===== src/rtl/ddc_gain_pkg.sv =====
`default_nettype none
// ============================================================================
// Module      : ddc_gain_pkg
// Description : Shared defaults, lane-slicing helpers, bit-length and clamp
//               functions for the DDC AGC gain stage.
// Revision    : 1.0 - initial release
// ============================================================================
package ddc_gain_pkg;

  // Default build of the gain stage: I/Q lanes, 34-bit in, 18-bit out
  localparam int DEF_NUM_CH       = 2;
  localparam int DEF_INPUT_WIDTH  = 34;
  localparam int DEF_OUTPUT_WIDTH = 18;
  localparam int DEF_MAX_SHIFT    = 16;
  localparam int DEF_SHIFT_WIDTH  = 5;
  localparam int DEF_WIN_WIDTH    = 16;
  localparam int DEF_HEADROOM     = 1;

  // LSB position of lane 'lane' in a bus of 'width'-bit lanes
  function automatic int lane_lsb(input int lane, input int width);
    return lane * width;
  endfunction

  // Number of bits needed to represent v (0 for v == 0)
  function automatic int bitlen(input logic [63:0] v);
    int n;
    n = 0;
    for (int i = 0; i < 64; i++) begin
      if (v[i]) n = i + 1;
    end
    return n;
  endfunction

  // Clamp v into [lo, hi]
  function automatic int clamp_int(input int v, input int lo, input int hi);
    if (v < lo) return lo;
    if (v > hi) return hi;
    return v;
  endfunction

endpackage : ddc_gain_pkg
`default_nettype wire


===== src/rtl/gain_lane.sv =====
`default_nettype none
// ============================================================================
// Module      : gain_lane
// Description : One lane of the gain stage: round-half-up, arithmetic right
//               shift and saturation, two register stages.
// Revision    : 1.0 - initial release
// ============================================================================
module gain_lane
  import ddc_gain_pkg::*;
#(
  parameter int INPUT_WIDTH  = DEF_INPUT_WIDTH,
  parameter int OUTPUT_WIDTH = DEF_OUTPUT_WIDTH,
  parameter int SHIFT_WIDTH  = DEF_SHIFT_WIDTH
) (
  input  logic                    clk,
  input  logic                    rst,
  input  logic                    nd,
  input  logic [INPUT_WIDTH-1:0]  din,
  input  logic [SHIFT_WIDTH-1:0]  shift,
  output logic                    rdy,
  output logic [OUTPUT_WIDTH-1:0] dout,
  output logic                    sat
);

  // One extra bit so the rounding offset can never overflow the sum
  localparam int TW = INPUT_WIDTH + 1;

  localparam logic signed [TW-1:0] OUT_MAX =
    {{(TW - OUTPUT_WIDTH + 1){1'b0}}, {(OUTPUT_WIDTH-1){1'b1}}};
  localparam logic signed [TW-1:0] OUT_MIN =
    {{(TW - OUTPUT_WIDTH + 1){1'b1}}, {(OUTPUT_WIDTH-1){1'b0}}};

  logic        [TW-1:0]          half;
  logic signed [TW-1:0]          sum;
  logic signed [TW-1:0]          t1;
  logic        [SHIFT_WIDTH-1:0] s1;
  logic                          v1;
  logic signed [TW-1:0]          y;
  logic        [OUTPUT_WIDTH-1:0] y_sat;
  logic                          clip;

  // Rounding offset 2^(s-1) added to the sign-extended input
  always_comb begin
    half = '0;
    if (shift != '0) half = TW'(1) << (shift - 1'b1);
    sum = $signed({din[INPUT_WIDTH-1], din} + half);
  end

  // Stage 1: register the rounded sum together with the shift it belongs to
  always_ff @(posedge clk) begin
    if (rst) begin
      v1 <= 1'b0;
      t1 <= '0;
      s1 <= '0;
    end else begin
      v1 <= nd;
      if (nd) begin
        t1 <= sum;
        s1 <= shift;
      end
    end
  end

  // Arithmetic shift (floor) followed by clipping to the output range
  always_comb begin
    y     = t1 >>> s1;
    clip  = 1'b0;
    y_sat = y[OUTPUT_WIDTH-1:0];
    if (y > OUT_MAX) begin
      clip  = 1'b1;
      y_sat = OUT_MAX[OUTPUT_WIDTH-1:0];
    end else if (y < OUT_MIN) begin
      clip  = 1'b1;
      y_sat = OUT_MIN[OUTPUT_WIDTH-1:0];
    end
  end

  // Stage 2: register the saturated result, its flag and valid
  always_ff @(posedge clk) begin
    if (rst) begin
      rdy  <= 1'b0;
      dout <= '0;
      sat  <= 1'b0;
    end else begin
      rdy <= v1;
      if (v1) begin
        dout <= y_sat;
        sat  <= clip;
      end
    end
  end

endmodule : gain_lane
`default_nettype wire


===== src/rtl/ddc_agc_gain.sv =====
`default_nettype none
// ============================================================================
// Module      : ddc_agc_gain
// Description : Multi-lane gain stage with windowed peak detection and an
//               attack-fast / decay-slow automatic gain control loop.
// Revision    : 1.0 - initial release
// ============================================================================
module ddc_agc_gain
  import ddc_gain_pkg::*;
#(
  parameter int NUM_CH       = DEF_NUM_CH,
  parameter int INPUT_WIDTH  = DEF_INPUT_WIDTH,
  parameter int OUTPUT_WIDTH = DEF_OUTPUT_WIDTH,
  parameter int MAX_SHIFT    = DEF_MAX_SHIFT,
  parameter int SHIFT_WIDTH  = DEF_SHIFT_WIDTH,
  parameter int WIN_WIDTH    = DEF_WIN_WIDTH,
  parameter int HEADROOM     = DEF_HEADROOM
) (
  input  logic                           clk,
  input  logic                           rst,
  input  logic                           mode,
  input  logic [SHIFT_WIDTH-1:0]         shift_manual,
  input  logic [WIN_WIDTH-1:0]           win_len,
  input  logic                           nd,
  input  logic [NUM_CH*INPUT_WIDTH-1:0]  data_in,
  output logic                           rdy,
  output logic [NUM_CH*OUTPUT_WIDTH-1:0] data_out,
  output logic [NUM_CH-1:0]              sat,
  output logic [SHIFT_WIDTH-1:0]         shift_cur,
  output logic [INPUT_WIDTH-1:0]         peak_out,
  output logic                           peak_valid
);

  // Peak bit length that maps to zero shift (full scale minus headroom)
  localparam int AGC_OFFSET = OUTPUT_WIDTH - 1 - HEADROOM;

  localparam logic [SHIFT_WIDTH-1:0] MAX_SHIFT_V = SHIFT_WIDTH'(MAX_SHIFT);
  localparam logic [INPUT_WIDTH-1:0] MAG_MAX  = {1'b0, {(INPUT_WIDTH-1){1'b1}}};
  localparam logic [INPUT_WIDTH-1:0] NEG_FULL = {1'b1, {(INPUT_WIDTH-1){1'b0}}};

  logic [NUM_CH-1:0]             lane_rdy;
  logic [NUM_CH*INPUT_WIDTH-1:0] mag_flat;
  logic [INPUT_WIDTH-1:0]        sample_max;
  logic [INPUT_WIDTH-1:0]        acc;
  logic [INPUT_WIDTH-1:0]        win_peak;
  logic [WIN_WIDTH-1:0]          cnt;
  logic [WIN_WIDTH-1:0]          len;
  logic [WIN_WIDTH-1:0]          len_eff;
  logic                          close;
  logic [SHIFT_WIDTH-1:0]        target;
  logic [SHIFT_WIDTH-1:0]        manual_clamped;

  generate
    for (genvar k = 0; k < NUM_CH; k++) begin : g_lane
      logic [INPUT_WIDTH-1:0] din_k;
      assign din_k = data_in[lane_lsb(k, INPUT_WIDTH) +: INPUT_WIDTH];

      // Magnitude; the most negative input folds onto the largest positive
      assign mag_flat[lane_lsb(k, INPUT_WIDTH) +: INPUT_WIDTH] =
        (din_k == NEG_FULL) ? MAG_MAX :
        (din_k[INPUT_WIDTH-1] ? (-din_k) : din_k);

      gain_lane #(
        .INPUT_WIDTH  (INPUT_WIDTH),
        .OUTPUT_WIDTH (OUTPUT_WIDTH),
        .SHIFT_WIDTH  (SHIFT_WIDTH)
      ) u_lane (
        .clk   (clk),
        .rst   (rst),
        .nd    (nd),
        .din   (din_k),
        .shift (shift_cur),
        .rdy   (lane_rdy[k]),
        .dout  (data_out[lane_lsb(k, OUTPUT_WIDTH) +: OUTPUT_WIDTH]),
        .sat   (sat[k])
      );
    end
  endgenerate

  // All lanes run in lockstep, so their valids are identical
  assign rdy = &lane_rdy;

  // Largest lane magnitude this cycle, merged into the running window peak
  always_comb begin
    sample_max = '0;
    for (int k = 0; k < NUM_CH; k++) begin
      if (mag_flat[k*INPUT_WIDTH +: INPUT_WIDTH] > sample_max)
        sample_max = mag_flat[k*INPUT_WIDTH +: INPUT_WIDTH];
    end
    win_peak = (sample_max > acc) ? sample_max : acc;
  end

  // Window length is latched on the first sample; zero behaves as one
  always_comb begin
    if (cnt == '0)
      len_eff = (win_len == '0) ? WIN_WIDTH'(1) : win_len;
    else
      len_eff = len;
    close = nd && (cnt == (len_eff - WIN_WIDTH'(1)));
  end

  // AGC target shift and clamped manual shift
  always_comb begin
    target = SHIFT_WIDTH'(clamp_int(bitlen(64'(win_peak)) - AGC_OFFSET, 0, MAX_SHIFT));
    manual_clamped = (shift_manual > MAX_SHIFT_V) ? MAX_SHIFT_V : shift_manual;
  end

  // Window sample counter and peak accumulator
  always_ff @(posedge clk) begin
    if (rst) begin
      cnt <= '0;
      len <= '0;
      acc <= '0;
    end else if (nd) begin
      if (cnt == '0) len <= len_eff;
      if (close) begin
        cnt <= '0;
        acc <= '0;
      end else begin
        cnt <= cnt + WIN_WIDTH'(1);
        acc <= win_peak;
      end
    end
  end

  // Completed-window peak report
  always_ff @(posedge clk) begin
    if (rst) begin
      peak_out   <= '0;
      peak_valid <= 1'b0;
    end else begin
      peak_valid <= close;
      if (close) peak_out <= win_peak;
    end
  end

  // Shift register: manual follows the input, AGC updates only at window close
  always_ff @(posedge clk) begin
    if (rst) begin
      shift_cur <= '0;
    end else if (!mode) begin
      shift_cur <= manual_clamped;
    end else if (close) begin
      if (target >= shift_cur)
        shift_cur <= target;
      else
        shift_cur <= shift_cur - 1'b1;
    end
  end

endmodule : ddc_agc_gain
`default_nettype wire

===== config.mk =====
export PLATFORM = sky130hd
export DESIGN_NAME = ddc_agc_gain
export DESIGN_NICKNAME = d
export VERILOG_FILES = /design/src/rtl/ddc_gain_pkg.sv /design/src/rtl/gain_lane.sv /design/src/rtl/ddc_agc_gain.sv
export SDC_FILE = /design/constraint.sdc
export NUM_CORES = 1
export LEC_CHECK = 0
export CAP_MARGIN = 20
export CELL_PAD_IN_SITES_DETAIL_PLACEMENT = 0
export CELL_PAD_IN_SITES_GLOBAL_PLACEMENT = 2
export CORE_MARGIN = 1.5
export CORE_UTILIZATION = 38
export CTS_BUF_LIST = sky130_fd_sc_hd__clkbuf_4 sky130_fd_sc_hd__clkbuf_8
export CTS_CLUSTER_DIAMETER = 60
export DETAILED_ROUTE_END_ITERATION = 10
export PLACE_DENSITY = 0.91
export SLEW_MARGIN = 20
export SYNTH_ARGS = -nofsm -noshare
export SYNTH_HDL_FRONTEND = slang
export SYNTH_SLANG_ARGS = --single-unit

===== constraint.sdc =====
create_clock -name clk -period 21.2 [get_ports clk]
set_clock_uncertainty 0.15 [all_clocks]
set_input_delay 3.18 -clock clk [delete_from_list [all_inputs] [get_ports clk]]
set_output_delay 3.18 -clock clk [all_outputs]
set_load 0.05 [all_outputs]

Word-level counts from Yosys, hierarchy flattened

Cells that the tools add are included.

Register bits: 221
Bits of input ports: 93
Output and inout bits: 79
Logic and storage cells: 110

$add $sub $neg: 8
Magnitude comparators: 11
Eq/ne operators: 4
Shift operators: 3
Muxes and demuxes: 64
Reduce and logical (&&, ||, !) cells: 5

Operators by type and width:

| kind                                                                            | number |
|---|---|
| 32-bit 2-to-1 mux                                                               | 33 |
| 34-bit 2-to-1 mux                                                               | 8 |
| 18-bit 2-to-1 mux                                                               | 4 |
| 35-bit adder                                                                    | 2 |
| 35-bit by 18-bit > comparator with 1-bit output (second input constant)         | 2 |
| 35-bit by 18-bit less-than comparator with 1-bit output (second input constant) | 2 |
| 35-bit by 5-bit >>> shifter with 35-bit output                                  | 2 |
| 34-bit equality test (second input constant)                                    | 2 |
| 34-bit > comparator                                                             | 2 |
| 34-bit negator                                                                  | 2 |
| 16-bit 2-to-1 mux                                                               | 3 |
| 35-bit 2-to-1 mux                                                               | 1 |
| 5-bit 2-to-1 mux                                                                | 7 |
| 1-bit by 5-bit << shifter with 35-bit output (first input constant)             | 1 |
| 34-bit by 1-bit > comparator with 1-bit output (second input constant)          | 1 |
| 32-bit by 6-bit > comparator with 1-bit output (second input constant)          | 1 |
| 16-bit logical NOT                                                              | 2 |
| 32-bit by 1-bit less-than comparator with 1-bit output (second input constant)  | 1 |
| 32-bit by 6-bit subtractor with 32-bit output (second input constant)           | 1 |
| 16-bit by 1-bit adder with 16-bit output (second input constant)                | 1 |
| 16-bit equality test                                                            | 1 |
| 16-bit by 1-bit subtractor with 16-bit output (second input constant)           | 1 |
| 1-bit 2-to-1 mux                                                                | 8 |
| 5-bit greater-or-equal comparator                                               | 1 |
| other kinds (6)                                                                 | 6 |

Longest topological paths before layout

Gate-level depths: netlist of the first run.

Depth in word-level cells: 53
Mapped depth: 51
Mapped depth without buffers: 40

Cells and area by module

From an unflattened synthesis of the first run, not the netlist that was laid out.

Cells, all modules: 2,938
Area total of the unflattened synthesis: 22,885.7 µm²

Modules (own cells, without submodules):

| module       | times used | cells each | area each (µm²) | seq. area each (µm²) |
|---|---|---|---|---|
| gain_lane    | 2          | 771        | 6,239.7         | 1,221.2 |
| ddc_agc_gain | 1          | 1,396      | 10,406.2        | 2,122.0 |

Worst setup path before layout of the first run

OpenSTA, ideal clock, no wires.

Path type: input to register
Start point: in data_in[1]
End point: reg shift_cur[3]
Library setup time: 133 ps
Arrival: 12,698 ps
Required time: 20,917 ps
Slack: 8,219 ps
Cell stages on the path: 48
Buffers on the path: 12
Cell sequence: inv_1 ha_1 or3b_2 or3_1 or4_4 buf_6 buf_6 a21oi_1 o22ai_1 ha_1 nand4_1 nor4_1 nand3_1 and2_1 a21oi_2 clkbuf_1 clkbuf_1 buf_1 [12 not listed] clkbuf_1 clkbuf_1 a31oi_1 a21oi_1 o2111ai_1 a21oi_1 nand2b_1 ha_1 nand2b_1 a21o_1 a21oi_1 nor2b_1 o21ai_0 nand2b_1 buf_4 mux2_2 a21oi_1 a211oi_2

Longest elaborated chain between the ends: 53
Elaborated cells between the ends (all ways): 57
Classes of those cells: 2 x add/sub; 6 x order compare; 1 x eq/ne; 48 x mux

Ends and longest elaborated chain:

| element                                        | line                | source |
|---|---|---|
| from (decl)                                    | ddc_agc_gain.sv:25  | `input logic [NUM_CH*INPUT_WIDTH-1:0] data_in,` |
| 34-bit negator                                 | ddc_agc_gain.sv:61  | `(din_k[INPUT_WIDTH-1] ? (-din_k) : din_k);` |
| 34-bit 2-to-1 mux                              | ddc_agc_gain.sv:61  |  |
| 34-bit 2-to-1 mux (*)                          | ddc_agc_gain.sv:60  | `(din_k == NEG_FULL) ? MAG_MAX :` |
| 34-bit by 1-bit > comparator with 1-bit output | ddc_agc_gain.sv:87  | `if (mag_flat[k*INPUT_WIDTH +: INPUT_WIDTH] > sample_max)` |
| 34-bit 2-to-1 mux (*)                          | ddc_agc_gain.sv:87  |  |
| 34-bit > comparator                            | ddc_agc_gain.sv:87  |  |
| 34-bit 2-to-1 mux (*)                          | ddc_agc_gain.sv:87  |  |
| 34-bit > comparator                            | ddc_agc_gain.sv:90  | `win_peak = (sample_max > acc) ? sample_max : acc;` |
| [36 not listed]                                | --                  |  |
| 32-bit by 6-bit > comparator with 1-bit output | ddc_gain_pkg.sv:37  | `if (v > hi) return hi;` |
| 1-bit 2-to-1 mux (2 in series)                 | ddc_gain_pkg.sv:37  |  |
| 5-bit 2-to-1 mux                               | ddc_gain_pkg.sv:38  | `return v;` |
| 5-bit 2-to-1 mux (*)                           | ddc_gain_pkg.sv:37  |  |
| 5-bit greater-or-equal comparator              | ddc_agc_gain.sv:144 | `if (target >= shift_cur)` |
| 5-bit 2-to-1 mux (*)                           | ddc_agc_gain.sv:144 |  |
| 5-bit 2-to-1 mux (*)                           | ddc_agc_gain.sv:143 | `end else if (close) begin` |
| 5-bit 2-to-1 mux (*)                           | ddc_agc_gain.sv:141 | `end else if (!mode) begin` |
| to (signal assigned)                           | ddc_agc_gain.sv:142 | `shift_cur <= manual_clamped;` |
| to (signal assigned)                           | ddc_agc_gain.sv:145 | `shift_cur <= target;` |
| to (signal assigned)                           | ddc_agc_gain.sv:147 | `shift_cur <= shift_cur - 1'b1;` |
| to (decl)                                      | ddc_agc_gain.sv:29  | `output logic [SHIFT_WIDTH-1:0] shift_cur,` |

Every way passes the cells marked *; elsewhere a longest branch is shown, timed or not. The select of a mux whose other input is x is not followed.
A chain may end at the register's enable or synchronous reset.

Worst setup path after layout of the first run

Ends and elaborated chain as after synthesis.

==> results_dict.tcl, run 1 <==
set metrics [dict create \
    status "finished clean" \
    rsz0062_at_grt "no" \
    worstReg2RegStart "acc[23]" \
    drt-initial-drc-count 1712 \
    dr.pass1.iters 5 \
    drc_errors 0 \
    post_cts_buffers 0 \
    wl_met3_um 3880 \
    clock_path_buffers 3 \
    met2_length_um 37200 \
    top_layer_used "met5" \
    final_hold_viol_count 0 \
    cpPeakStageDelay_ns 1.00 \
    p_per_area_nw_per_um2 72.0 \
    finalWirelength_um 79100 \
    synth_ff_type "dfxtp_1" \
    min_path_type "reg -> reg" \
    wire_per_inst_um 21.9 \
    crit_family "simple AND/OR/NAND/NOR gates" \
    drive_above_1_share_pct 7.56 \
    async_reset_ff_share_pct 0 \
    vias 21200 \
    cts_resized 0 \
    cap_viol_max_count 0 \
    nets 3135 \
    core_region_area_um2 54000 \
    first_global_vias 19900 \
    period_needed_ns 14.37 \
    ctsHoldBuffers 0 \
    antenna_found_initial 2 \
    path_clk_slew_ns 0.06 \
    syn_area_per_cell_um2 7.37 \
    worstPathMaxFanout 64 \
    max_slew_margin_pct 22.7 \
    synth-seq-cells 221 \
    cts.sinks 221 \
    r2r_cells 24 \
    p_leak_nw 9.60 \
    postSynthCellCount 2834 \
    hpwl_um 62800 \
    io_pins 172 \
    critical_path.slowest_cell "nor4_2" \
    holdCritStartpoint "peak_out[26]" \
    rr_endpoint "shift_cur[3]" \
    rows 85 \
    tightest_slew_ns 1.15 \
    critPathCaptureType "flop" \
    p_total_mw 1.73 \
    critPathLaunchType "primary input" \
    finalMaxSlewViolations 0 \
    die_w_um 237 \
    clk_latency_ns 0.63 \
    layout_commonest_cell "nand2_1" \
    fill_cells 5565 \
    setup_viol 0 \
    finalWeightedCongestion 1.01 \
    wirelength_met1_um 35200 \
    ff2ff_setup_slack_ns 14.96 \
    synth_warnings 0 \
    ctsHtreeMaxLevel 2 \
    grt-ovfl-total 0 \
    ant_nets 0 \
    vdd_drop_max_mv 0.0529 \
    diodes 0 \
    via_per_inst 5.84 \
    synth_edf_count 0 \
    globalRouteTotalUtil_pct 27.4 \
    grt_pass1_wl_um 121000 \
    synthDistinctLibCells 88 \
    start_util_pct 38.6 \
    syn_area_um2 20900 \
    die_h_um 237 \
    layout_common_cells "nand2_1, nor2_1, a21oi_1" \
    hold_path_depth 2 \
    worstSetupPathType "in -> reg" \
    seq_area_frac_synth_pct 21.2 \
    cp.required_ns 21.46 \
    syn_to_final_growth_pct 14.8 \
    port_buffers 171 \
    dieArea_um2 56400 \
    cts_root_buf "clkbuf_8" \
    period_share_pct 67.8 \
    max_clock_freq_mhz 69.6 \
    cts_tree "done" \
    cts_buffers 43 \
    worstPathArrival_ns 14.63 \
    synth_fp_nets 3076 \
    worst-path-buf-inv 4 \
    tns_ns 0 \
    grt_max_degree 132 \
    worstHoldEndpoint "peak_out[26]" \
]
## worst max-delay path by stage
stage	start	endpoint	slack, ns	cells past startpoint
2_1_floorplan	data_in[1]	shift_cur[3]	8.22	48
3_3_place_gp	data_in[1]	shift_cur[3]	5.99	38
3_5_place_dp	data_in[1]	shift_cur[3]	6.07	38
4_1_cts	data_in[1]	shift_cur[3]	6.64	38
5_1_grt	data_in[1]	shift_cur[3]	6.09	39
6_report	data_in[1]	shift_cur[3]	6.83	38
## through the flow
step           setup slack [ns]  hold slack [ns]  instance area, um^2  util (%)  cells
2_1_floorplan              8.22            0.291                20900         -   2834
3_3_place_gp               5.99            0.291                22900      42.4   3544
3_5_place_dp               6.07            0.295                22900      42.4   3544
4_1_cts                    6.64            0.309                24000      44.4   3621
5_1_grt                    6.09            0.324                24000      44.4   3621
6_report                   6.83            0.304                24000      44.4   3621
## synthesized netlist by cell type (11+ instances only)
master / count / share of area (%)
a211oi_1: 70 / 2.5
a21o_1: 36 / 1.3
a21oi_1: 245 / 5.9
a22o_1: 11 / 0.46
a31oi_1: 17 / 0.51
and2_1: 13 / 0.39
and3_1: 18 / 0.54
buf_1: 25 / 0.45
buf_2: 15 / 0.36
clkbuf_1: 133 / 2.4
dfxtp_1: 221 / 21
ha_1: 147 / 8.8
inv_1: 98 / 1.8
mux2_2: 36 / 1.9
mux2i_1: 155 / 7.4
mux4_2: 27 / 2.9
nand2_1: 345 / 6.2
nand2b_1: 42 / 1.3
nand3_1: 82 / 2.0
nand4_1: 35 / 1.0
nor2_1: 337 / 6.1
nor2b_1: 31 / 0.93
nor3_1: 74 / 1.8
nor4_1: 30 / 0.90
o211ai_1: 33 / 1.2
o21a_1: 26 / 0.93
o21ai_0: 148 / 3.5
o21bai_1: 13 / 0.47
o22ai_1: 19 / 0.57
o311ai_0: 12 / 0.50
o31ai_1: 19 / 0.68
or2_2: 11 / 0.33
or3_1: 20 / 0.60
or4_1: 15 / 0.54
xnor2_1: 63 / 2.6
xor2_1: 47 / 2.0
## kinds of logic after synthesis
kind of cell,share of synthesized area (%)
AOI/OAI and AO/OA,23.0
xor gates and xnor gates,4.61
adders and majority gates,9.00
buffers and inverters,5.30
DFF,21.2
muxes,12.4
and+or+nand+nor,24.4
## power by group
| part | total (mW) | leakage, nW | internal, mW | switching (mW) |
|---|---|---|---|---|
| clock network | 0.511 | 0.527 | 0.309 | 0.202 |
| registers | 0.480 | 1.81 | 0.448 | 0.0318 |
| logic | 0.734 | 7.26 | 0.275 | 0.460 |
| total | 1.73 | 9.60 | 1.03 | 0.694 |
## area by class of cell
class,count,area (um^2),area share (%)
multi-input combinational,2334,15400,64.2
sequential,221,4430,18.5
inverter,99,372,1.55
clock inverter,16,225,0.940
timing repair buffer,194,1880,7.86
tap,696,871,3.63
clock buffer,61,808,3.37
## worst reg2reg max path, stage by stage (launching register included)
cell      delay, ns
dfxtp_1        0.39
inv_1          0.11
ha_1           0.31
nand3_1        0.09
nor3_1         0.26
nand2_1        0.13
a211o_1        0.25
nand4b_1       0.10
o21ba_2        0.39
buf_4          0.60
mux2_2         0.48
a211o_1        0.31
nor4_2         0.45
a31oi_1        0.18
nand2b_1       0.11
ha_1           0.22
nand2b_1       0.14
a21o_1         0.18
a21oi_1        0.14
nor2b_1        0.05
o21ai_0        0.15
nand2b_1       0.24
mux2_2         0.34
a21oi_1        0.19
a211oi_2       0.09
## per-layer routing
| metal | vias up | track usage [%] |
|---|---|---|
| met2 | 612 | 46.0 |
| li1 | 10400 | - |
| met4 | 4 | 9.81 |
| met5 | - | 0 |
| met1 | 10000 | 36.2 |
| met3 | 139 | 3.23 |
## state kept, by name (all words and copies together) (netlist names)
register            count
acc                    34
cnt                    16
g_lane.u_lane.dout     36
g_lane.u_lane.rdy       1
g_lane.u_lane.s1        5
g_lane.u_lane.sat       2
g_lane.u_lane.t1       70
g_lane.u_lane.v1        1
len                    16
peak_out               34
peak_valid              1
shift_cur               5
No activity file was read; power rests on OpenSTA's default activity.
==> run 2: changes to the inputs <==
--- a/config.mk
+++ b/config.mk
@@ -9,11 +9,11 @@
 export CELL_PAD_IN_SITES_DETAIL_PLACEMENT = 0
 export CELL_PAD_IN_SITES_GLOBAL_PLACEMENT = 2
 export CORE_MARGIN = 1.5
-export CORE_UTILIZATION = 38
+export CORE_UTILIZATION = 32
 export CTS_BUF_LIST = sky130_fd_sc_hd__clkbuf_4 sky130_fd_sc_hd__clkbuf_8
 export CTS_CLUSTER_DIAMETER = 60
 export DETAILED_ROUTE_END_ITERATION = 10
-export PLACE_DENSITY = 0.91
+export PLACE_DENSITY = 0.82
 export SLEW_MARGIN = 20
 export SYNTH_ARGS = -nofsm -noshare
 export SYNTH_HDL_FRONTEND = slang
==> constraint.sdc (replaced) <==
create_clock -name clk -period 12 [get_ports clk]
set_clock_uncertainty 0.15 [all_clocks]
set_input_delay 1.8 -clock clk [delete_from_list [all_inputs] [get_ports clk]]
set_output_delay 1.8 -clock clk [all_outputs]
set_load 0.05 [all_outputs]
==> results_dict.tcl, run 2 (synthesized netlist as in run 1, its figures left out) <==
set metrics [dict create \
    core_region_area_um2 64500 \
    setup_viol 0 \
    worstPathArrival_ns 11.73 \
    worstSetupPathType "in -> reg" \
    post_cts_buffers 0 \
    finalMaxSlewViolations 0 \
    cts_tree "done" \
    via_per_inst 5.54 \
    finalWeightedCongestion 0.950 \
    rsz0062_at_grt "no" \
    nets 3218 \
    cpPeakStageDelay_ns 0.68 \
    largestRegisters "g_lane.u_lane.t1: 70 flops, g_lane.u_lane.dout: 36 flops" \
    met2_length_um 37700 \
    p_leak_nw 9.96 \
    largest_reg_flops 70 \
    clock_path_buffers 3 \
    grt_max_degree 84 \
    dr.pass1.iters 5 \
    dieArea_um2 66800 \
    period_needed_ns 11.42 \
    cts.sinks 221 \
    hold_path_depth 2 \
    p_per_area_nw_per_um2 126 \
    place_ws_ns -0.0588 \
    hpwl_um 63500 \
    layout_common_cells "nand2_1, nor2_1, a21oi_1" \
    drt-initial-drc-count 1274 \
    period_share_pct 95.1 \
    cts_resized 0 \
    wire_per_inst_um 20.5 \
    cts_buffers 45 \
    critical_path.slowest_cell "or4_4" \
    drc_errors 0 \
    start_util_pct 32.4 \
    wirelength_met1_um 35500 \
    cts_root_buf "clkbuf_8" \
    cp.required_ns 12.31 \
    p_total_mw 3.10 \
    ctsHoldBuffers 0 \
    final_hold_viol_count 0 \
    max_slew_margin_pct 30.7 \
    critPathLaunchType "primary input" \
    wl_met3_um 3640 \
    regMostFlops "g_lane.u_lane.t1" \
    worstPathMaxFanout 30 \
    critPathCaptureType "flop" \
    die_h_um 258 \
    path_clk_slew_ns 0.06 \
    antenna_found_initial 2 \
    postLayoutSetupSlackWorst_ns 0.584 \
    finalWirelength_um 79300 \
    cap_viol_max_count 0 \
    grt-ovfl-total 0 \
    vias 21400 \
    vdd_drop_max_mv 0.0766 \
    rows 93 \
    top_layer_used "met5" \
    tightest_slew_ns 1.04 \
    layout_commonest_cell "nand2_1" \
    status "finished clean" \
    fill_cells 6850 \
    first_global_vias 20800 \
    globalRouteTotalUtil_pct 23.2 \
    min_path_type "reg -> reg" \
    cpMostUsedCell "ha_1" \
    r2r_cells 23 \
    io_pins 172 \
    drive_above_1_share_pct 9.95 \
    ctsHtreeMaxLevel 2 \
    port_buffers 171 \
    grt_pass1_wl_um 122000 \
    syn_to_final_growth_pct 18.3 \
    clk_latency_ns 0.64 \
    ant_nets 0 \
    max_clock_freq_mhz 87.6 \
    die_w_um 258 \
]
## run 2: changes by cell type in the layout (fill, tap and decap cells not counted), moves of 2 or more
| cell | delta |
|---|---|
| clkbuf_8 | -2 |
| diode_2 | +2 |
| clkinvlp_4 | -2 |
| buf_12 | +2 |
| buf_4 | +79 |
| bufinv_16 | -4 |
| clkbuf_4 | +4 |
| clkinv_4 | +2 |
## run 2: metal layers
layer	track usage (%)	vias up
met1	29.9	10100
li1	-	10500
met5	0	-
met4	7.85	4
met3	3.17	130
met2	39.5	574
## run 2: critical path: cells and delay by family
| kind | cells | cell delay (ns) |
|---|---|---|
| AOI/OAI and AO/OA | 16 | 3.52 |
| adders and majority gates | 4 | 0.99 |
| buffers and inverters | 5 | 1.18 |
| muxes | 3 | 1.00 |
| and+or+nand+nor | 10 | 3.23 |
## run 2: power by group
part / switching (mW) / total [mW] / internal, mW
combinational: 0.845 / 1.42 / 0.579
clock: 0.365 / 0.826 / 0.461
sequential: 0.0601 / 0.853 / 0.793
## run 2: path summary, 6_finish.rpt
path | to | startpoint | slack [ns]
min | peak_out[29] | peak_out[29] | 0.30
max | shift_cur[3] | data_in[1] | 0.58
min reg2reg | peak_out[29] | peak_out[29] | 0.30
max reg2reg | g_lane[0].u_lane.t1[32] | shift_cur[0] | 5.89
## run 2: layout make-up
class	instances	area, um^2	share of cell area, %
timing repair buffer	275	2520	10.2
clock inverter	13	124	0.501
antenna	2	5.00	0.0203
sequential	221	4430	17.9
inverter	99	372	1.50
clock buffer	63	811	3.28
tap	855	1070	4.33
multi-input combinational	2334	15400	62.2
## run 2: metrics by stage
| stage | utilization, % | TNS (ns) | std cells | area [um^2] | hold slack, ns |
|---|---|---|---|---|---|
| 5_1_grt | 38.3 | 0 | 3860 | 24700 | 0.328 |
| 6_report | 38.3 | 0 | 3862 | 24700 | 0.304 |
| 3_3_place_gp | 36.9 | -0.00776 | 3784 | 23800 | 0.293 |
| 3_5_place_dp | 36.9 | -0.129 | 3784 | 23800 | 0.298 |
| 2_1_floorplan | - | 0 | 2834 | 20900 | 0.291 |
| 4_1_cts | 38.3 | 0 | 3860 | 24700 | 0.306 |
==> run 3: changes to the inputs <==
--- a/config.mk
+++ b/config.mk
@@ -5,7 +5,7 @@
 export SDC_FILE = /design/constraint.sdc
 export NUM_CORES = 1
 export LEC_CHECK = 0
-export CAP_MARGIN = 20
+export CAP_MARGIN = 40
 export CELL_PAD_IN_SITES_DETAIL_PLACEMENT = 0
 export CELL_PAD_IN_SITES_GLOBAL_PLACEMENT = 2
 export CORE_MARGIN = 1.5
==> results_dict.tcl, run 3 (synthesized netlist as in run 1, its figures left out) <==
set metrics [dict create \
    finalWirelength_um 79500 \
    via_per_inst 5.52 \
    dp.cells 3790 \
    clk_latency_ns 0.63 \
    design_area_um2 24800 \
    p_per_area_nw_per_um2 123 \
    cts_buffers 44 \
    cts_root_buf "clkbuf_8" \
    min_path_type "reg -> reg" \
    placed_area_um2 23800 \
    vias 21300 \
    worstSetupPathType "in -> reg" \
    drc_errors 0 \
    cap_viol_max_count 0 \
    critPathLaunchType "primary input" \
    layout_common_cells "nand2_1, nor2_1, a21oi_1" \
    post_cts_buffers 0 \
    grt_max_degree 84 \
    period_needed_ns 11.37 \
    tightest_slew_ns 0.852 \
    path_clk_slew_ns 0.06 \
    max_slew_margin_pct 42.7 \
    die_w_um 258 \
    max_clock_freq_mhz 87.9 \
    regMostFlops "g_lane.u_lane.t1" \
    ctsHtreeMaxLevel 2 \
    dr.pass1.iters 5 \
    ant_nets 0 \
    cpPeakStageDelay_ns 0.68 \
    antenna_found_initial 3 \
    largestRegisters "g_lane.u_lane.t1: 70 flops, g_lane.u_lane.dout: 36 flops" \
    cts.sinks 221 \
    worstPathMaxFanout 30 \
    p_leak_nw 10.0 \
    postLayoutSetupSlackWorst_ns 0.628 \
    layout_commonest_cell "nand2_1" \
    ctsHoldBuffers 0 \
    period_share_pct 94.8 \
    cp.required_ns 12.34 \
    dieArea_um2 66800 \
    place_ws_ns -0.00503 \
    layout.cells.non_filler 3866 \
    grt_pass1_wl_um 123000 \
    worstPathArrival_ns 11.71 \
    die_h_um 258 \
    syn_to_final_growth_pct 18.8 \
    p_total_mw 3.05 \
    rsz0062_at_grt "no" \
    setup_viol 0 \
    clock_path_buffers 3 \
    start_util_pct 32.4 \
    fill_cells 6800 \
    drive_above_1_share_pct 10.0 \
    drt-initial-drc-count 1322 \
    largest_reg_flops 70 \
    grt-ovfl-total 0 \
    cts_resized 0 \
    globalRouteTotalUtil_pct 23.3 \
    finalMaxSlewViolations 0 \
    tns_ns 0 \
    first_global_vias 20800 \
    port_buffers 171 \
    nets 3227 \
    critical_path.slowest_cell "or4_4" \
    io_pins 172 \
    status "finished clean" \
    critPathCaptureType "flop" \
    finalWeightedCongestion 0.950 \
    cpMostUsedCell "a21oi_1" \
    final_hold_viol_count 0 \
    cts_tree "done" \
    wire_per_inst_um 20.6 \
    core_region_area_um2 64500 \
    rows 93 \
    hpwl_um 64000 \
    vdd_drop_max_mv 0.0856 \
]
## run 3: cell count changes in the layout (fill, tap and decap cells not counted), sizes merged
cell,change
buf,+10
bufinv,-1
clkbuf,-2
clkinv,-2
clkinvlp,+1
diode,-1
inv,-1
## run 3: metrics by stage
| stage | hold slack, ns | util, % |
|---|---|---|
| floorplan | 0.291 | - |
| global placement | 0.293 | 36.9 |
| detailed placement | 0.297 | 37.0 |
| CTS | 0.305 | 38.3 |
| global route | 0.326 | 38.5 |
| finish | 0.300 | 38.5 |
## run 3: final timing paths
check,start,endpoint,slack [ns],cells after the start
setup / recovery,data_in[0],shift_cur[3],0.63,39
hold / removal,peak_out[17],peak_out[17],0.30,2
setup reg to reg,shift_cur[0],g_lane[0].u_lane.t1[32],6.01,23
hold reg to reg,peak_out[17],peak_out[17],0.30,2
## run 3: critical path: cells and delay by family
kind                       cells  cell delay (ns)
AOI/OAI and AO/OA             20             4.38
adders and majority gates      4             0.99
buffers and inverters          6             1.39
muxes                          3             0.99
and+or+nand+nor                6             2.12
## run 3: final cells by class
class | instances | area [um^2] | area share (%)
repair buffers | 285 | 2710 | 10.9
well taps | 855 | 1070 | 4.31
multi-input cells | 2334 | 15400 | 62.0
clock inverters | 10 | 76.3 | 0.308
diodes | 1 | 2.50 | 0.0101
clock buffers | 61 | 777 | 3.13
inverters | 99 | 372 | 1.50
flip-flops and latches | 221 | 4430 | 17.9
## run 3: routing by layer
layer,GRT usage [%],vias up,routed length (um)
li1,-,10600,-
met2,39.3,533,37500
met4,8.54,4,2710
met1,30.6,10100,36200
met3,2.44,127,3180
met5,0,-,29
## run 3: power by group
group	leakage [nW]	internal [mW]	switching, mW
sequential	1.81	0.793	0.0599
clock	0.444	0.417	0.349
combinational	7.75	0.585	0.848
total	10.0	1.79	1.26
